File: src/rtl/idma_axis_loopback_accel.sv
// AXI-Stream loopback accelerator model: ingress FIFO, fixed per-beat processing delay, in-order egress.
// Optional statistics counters are enabled with `define IDMA_AXIS_LOOPBACK_STATS_EN.
module idma_axis_loopback_accel #(
  parameter int unsigned DataWidth   = 64,
  parameter int unsigned StrbWidth   = DataWidth/8,
  parameter int unsigned IdWidth     = 3,
  parameter int unsigned UserWidth   = 1,
  parameter int unsigned Depth       = 16,
  parameter int unsigned ProcLatency = 2
) (
  input  logic                 clk,
  input  logic                 rst,
  input  logic                 flush_i,
  input  logic                 s_tvalid,
  output logic                 s_tready,
  input  logic [DataWidth-1:0] s_tdata,
  input  logic [StrbWidth-1:0] s_tstrb,
  input  logic [StrbWidth-1:0] s_tkeep,
  input  logic                 s_tlast,
  input  logic [IdWidth-1:0]   s_tid,
  input  logic [UserWidth-1:0] s_tuser,
  output logic                 m_tvalid,
  input  logic                 m_tready,
  output logic [DataWidth-1:0] m_tdata,
  output logic [StrbWidth-1:0] m_tstrb,
  output logic [StrbWidth-1:0] m_tkeep,
  output logic                 m_tlast,
  output logic [IdWidth-1:0]   m_tid,
  output logic [UserWidth-1:0] m_tuser,
  output logic                 busy_o
`ifdef IDMA_AXIS_LOOPBACK_STATS_EN
  ,
  output logic [31:0]          pkt_cnt_o,
  output logic [31:0]          beat_cnt_o
`endif
);
  localparam int unsigned AW = $clog2(Depth);
  localparam int unsigned EW = DataWidth + 2*StrbWidth + 1 + IdWidth + UserWidth;
  localparam logic [3:0]  PL = 4'(ProcLatency);

  typedef enum logic [1:0] {IDLE, PROC, SEND} state_e;

  state_e          r_state, w_state_nxt;
  logic [EW-1:0]   r_mem [Depth];
  logic [AW-1:0]   r_wptr, r_rptr;
  logic [AW:0]     r_count, w_count_nxt;
  logic            r_full;
  logic            w_push, w_pop, w_empty;
  logic [EW-1:0]   r_out;
  logic [3:0]      r_delay, w_delay_nxt;
  logic            r_drop, w_drop_nxt;

  assign w_empty  = (r_count == '0);
  assign s_tready = !r_full;
  assign w_push   = s_tvalid && !r_full && !flush_i;
  assign w_count_nxt = flush_i ? '0
                     : r_count + (AW+1)'(w_push) - (AW+1)'(w_pop);

  always_ff @(posedge clk or posedge rst) begin
    if (rst) begin
      r_wptr  <= '0;
      r_rptr  <= '0;
      r_count <= '0;
      r_full  <= 1'b0;
    end else begin
      if (flush_i) begin
        r_wptr <= '0;
        r_rptr <= '0;
      end else begin
        if (w_push) r_wptr <= r_wptr + 1'b1;
        if (w_pop)  r_rptr <= r_rptr + 1'b1;
      end
      r_count <= w_count_nxt;
      // Registered full: a same-cycle pop never frees a slot for a push.
      r_full  <= (w_count_nxt == (AW+1)'(Depth));
    end
  end

  always_ff @(posedge clk) begin
    if (w_push) r_mem[r_wptr] <= {s_tdata, s_tstrb, s_tkeep, s_tlast, s_tid, s_tuser};
  end

  always_comb begin
    w_state_nxt = r_state;
    w_delay_nxt = r_delay;
    w_drop_nxt  = r_drop;
    w_pop       = 1'b0;
    unique case (r_state)
      IDLE: begin
        if (!flush_i && !w_empty) begin
          w_pop       = 1'b1;
          w_delay_nxt = PL;
          w_state_nxt = (PL == 4'd0) ? SEND : PROC;
        end
      end
      PROC: begin
        if (flush_i)                w_state_nxt = IDLE;
        else if (r_delay <= 4'd1)   w_state_nxt = SEND;
        else                        w_delay_nxt = r_delay - 4'd1;
      end
      SEND: begin
        // A flushed-but-presented beat still completes; afterwards return to IDLE.
        if (flush_i) w_drop_nxt = 1'b1;
        if (m_tready) begin
          w_drop_nxt = 1'b0;
          if (!flush_i && !r_drop && !w_empty) begin
            w_pop       = 1'b1;
            w_delay_nxt = PL;
            w_state_nxt = (PL == 4'd0) ? SEND : PROC;
          end else begin
            w_state_nxt = IDLE;
          end
        end
      end
      default: w_state_nxt = IDLE;
    endcase
  end

  always_ff @(posedge clk or posedge rst) begin
    if (rst) begin
      r_state <= IDLE;
      r_delay <= '0;
      r_drop  <= 1'b0;
      r_out   <= '0;
    end else begin
      r_state <= w_state_nxt;
      r_delay <= w_delay_nxt;
      r_drop  <= w_drop_nxt;
      if (w_pop) r_out <= r_mem[r_rptr];
    end
  end

  assign m_tvalid = (r_state == SEND);
  assign {m_tdata, m_tstrb, m_tkeep, m_tlast, m_tid, m_tuser} = r_out;
  assign busy_o   = !w_empty || (r_state != IDLE);

`ifdef IDMA_AXIS_LOOPBACK_STATS_EN
  logic [31:0] r_beat_cnt, r_pkt_cnt;

  always_ff @(posedge clk or posedge rst) begin
    if (rst) begin
      r_beat_cnt <= '0;
      r_pkt_cnt  <= '0;
    end else if (m_tvalid && m_tready) begin
      r_beat_cnt <= r_beat_cnt + 32'd1;
      if (m_tlast) r_pkt_cnt <= r_pkt_cnt + 32'd1;
    end
  end

  assign beat_cnt_o = r_beat_cnt;
  assign pkt_cnt_o  = r_pkt_cnt;
`endif
endmodule

File: config.mk
export PLATFORM = sky130hd
export DESIGN_NAME = idma_axis_loopback_accel
export DESIGN_NICKNAME = d
export VERILOG_FILES = /design/src/rtl/idma_axis_loopback_accel.sv
export SDC_FILE = /design/constraint.sdc
export NUM_CORES = 1
export LEC_CHECK = 0
export ABC_AREA = 1
export BUFFER_PORTS_ARGS = -buffer_cell sky130_fd_sc_hd__buf_2
export CAP_MARGIN = 20
export CORE_ASPECT_RATIO = 1.5
export CORE_MARGIN = 2
export CORE_UTILIZATION = 31
export DETAILED_ROUTE_END_ITERATION = 8
export PLACE_DENSITY_LB_ADDON = 0.25
export SLEW_MARGIN = 20
export SYNTH_ARGS = -nofsm -noshare
export SYNTH_HDL_FRONTEND = slang
export SYNTH_SLANG_ARGS = --single-unit
export TNS_END_PERCENT = 20
File: constraint.sdc
create_clock -name clk -period 10 [get_ports clk]
set_input_delay 1 -clock clk [delete_from_list [all_inputs] [get_ports clk]]
set_output_delay 1 -clock clk [all_outputs]
set_load 0.01 [all_outputs]
==> reports/results.tsv <==
metric	value	unit
status	completed	
ant_nets	0	
track_usage	17.36	%
worstMarginPinSlew	1157	ps
finalCritPeriodShare	38.41	%
crit_type	flip-flop to flip-flop	
drv_cap	0	
synth_edf_count	1360	
rows	194	
setup_tns	0	ps
arrival	4490	ps
synth_most_common_cell	nand2_1	
synth_nets	5074	
slew_headroom	22.87	%
drive_gt1_share	8.949	%
post-place-ws	5535	ps
yosys.area.top_type	edfxtp_1	
ys_warn_count	0	
setup_viol_count_final	0	
synth-seq-cells	1466	
die_area	191000	sq um
cts_buffers	146	
drt_pre_antenna_iters	5	
gp_congestion	0.7326	
area.growth.synth_to_final	13.78	%
grt_pass1_vias	36770	
hold_buffers	0	
antenna_found_initial	29	
worstSkewPairLatency	790	ps
drc	0	
clock-sinks	1466	
die_h	534.3	microns
dpl.hpwl	83790	microns
maxSlewViolCount	0	
startpoint_type	flip-flop	
path_clk_slew	60	ps
fin_cells	7654	
grt_pass1_wl	246800	microns
dpl.cell_count	7376	
synth_top_area_share	70.27	%
cts_root_buf	clkbuf_16	
hp-class	input pin to async pin	
cts.htree.levels	4	
synth_flop_cell	edfxtp_1	
hold_slack	372.7	ps
setup_slack	6159	ps
synthCells	4970	
cp_max_fo	37	
fmax	260.3	MHz
drt-initial-drc-count	2875	
hold_violations	0	
rsz0062_at_grt	false	
yosysUniqueCellTypes	26	
vdd_ir_drop_max	0.2062	mV
cts_setup_buffers	0	
fin_nets	5180	
overflow	0	
dieWidth	357.5	microns
async_reset_ff_share	7.231	%
yosys-top-cells-area	edfxtp_1 70%, nand2_1 14%, nand3_1 6.0%	
vias	36950	
ff2ff_path_depth	21	
wl_per_cell	21.80	microns
clk_path_buf_depth	3	
syn_area	58120	sq um
syn_avg_cell_area	11.69	sq um
coreArea	186200	sq um
cts_resized	0	
ios	178	
drt-total-wl	166800	microns
cellPowerDensity	250.0	nW/um^2
vias_per_cell	4.827	
start_util	31.22	%
cts_tree	done	
end_kind	flip-flop	
fillers	18130	
yosys-top-cells-count	2155 x nand2_1, 1360 x edfxtp_1, 697 x nand3_1	
p_leak	24.30	nW
worstPathRequired	10650	ps
period_needed	3841	ps
grt_max_degree	175	
skew	40.40	ps
io_buffers	177	
ys_seq_area_share	74.83	%
## flip-flops by register name, indices dropped and copies added, names as in the netlist
register and cells:
r_count 5, r_delay 4, r_drop 1, r_full 1, r_mem 1360, r_out 85, r_rptr 4, r_state 2
r_wptr 4
## critical path, cell delays in order, from the launching register on
cell and delay [ps]:
dfrtp_1 370, inv_1 70, ha_1 180, inv_1 50, nor2_1 30, nand2_1 90
nand3_1 140, nand2_4 380, buf_4 720, ha_1 360, inv_1 60, ha_1 160
inv_1 60, fa_1 390, inv_1 90, nand2_1 70, nand2_1 70, nand2_1 70
nand2_1 70, nand2_1 50, nand3_1 100, nor2_1 60
## placed cells by master, fill, tap and decap left out, types with 3 or more instances in the layout
| master | synthesis | final |
|---|---|---|
| clkinv_2 | 0 | 18 |
| a21oi_1 | 174 | 174 |
| o21ai_0 | 7 | 7 |
| clkbuf_8 | 0 | 14 |
| dfrtp_1 | 106 | 103 |
| nand2_1 | 2155 | 2154 |
| nor2_1 | 106 | 102 |
| clkinv_8 | 0 | 4 |
| inv_6 | 0 | 5 |
| buf_12 | 0 | 6 |
| dfrtp_4 | 0 | 3 |
| clkbuf_16 | 0 | 152 |
| buf_2 | 132 | 177 |
| inv_1 | 37 | 36 |
| diode_2 | 0 | 8 |
| nor2_4 | 1 | 5 |
| clkbuf_1 | 121 | 49 |
| buf_4 | 5 | 55 |
| nor3_2 | 0 | 12 |
| ha_1 | 13 | 13 |
| nand3_1 | 697 | 697 |
| clkinv_1 | 1 | 24 |
| edfxtp_1 | 1360 | 1360 |
## path summary, 6_finish.rpt
check / slack, ps / end / from
worst min-delay path: 370 / r_out[12] / rst
min in group clk: 480 / r_out[13] / r_out[13]
worst max register to register: 6160 / r_full / r_count[3]
max in group asynchronous: 8270 / r_rptr[3] / rst
worst max-delay path: 6160 / r_full / r_count[3]
worst min register to register: 480 / r_out[13] / r_out[13]
## layout make-up
| cell class | count | area (sq um) | area share, % |
|---|---|---|---|
| antenna | 8 | 20.02 | 0.03027 |
| clock buffer | 215 | 4180 | 6.322 |
| clock inverter | 53 | 374.1 | 0.5658 |
| inverter | 44 | 202.7 | 0.3065 |
| multi-input combinational | 3179 | 13330 | 20.16 |
| sequential | 1466 | 43500 | 65.79 |
| tap | 2450 | 3065 | 4.636 |
| timing repair buffer | 239 | 1446 | 2.187 |
## per-layer routing
| layer | track usage, % | share of wire [%] |
|---|---|---|
| met2 | 30.95 | 52 |
| met5 | 0 | 0.055 |
| met1 | 21.83 | 42 |
| met4 | 4.688 | 2.2 |
| met3 | 2.525 | 4.3 |
## report_power, final
group	internal, W	leakage [nW]	switching [W]
Sequential	0.00697	13.6	0.000244
Clock	0.00296	2.22	0.00232
Combinational	0.00113	8.50	0.00292
Total	0.0110	24.3	0.00549
## through the flow
stage	utilization (%)	power [W]	area [sq um]
final	35.52	0.01653	66120
after global routing	35.51	0.01746	66110
after global placement	33.02	0.01145	61480
after CTS	35.48	0.01676	66060
after floorplan	-	0.009935	58120
after detailed placement	33.03	0.01147	61500
## kinds of logic (layout without fill, tap and decap cells)
kind of cell,after synthesis,count (layout),synth area share [%]
AO/OA/AOI/OAI,186,186,1.610
XOR/XNOR,3,3,0.04522
adder cells (fa/ha/maj),14,14,0.3143
buffers and inverters,325,551,2.416
flip-flops,1466,1466,74.83
other,0,8,0
AND/OR/NAND/NOR,2976,2976,20.78
Note: power is estimated with default switching activity, not from simulation.
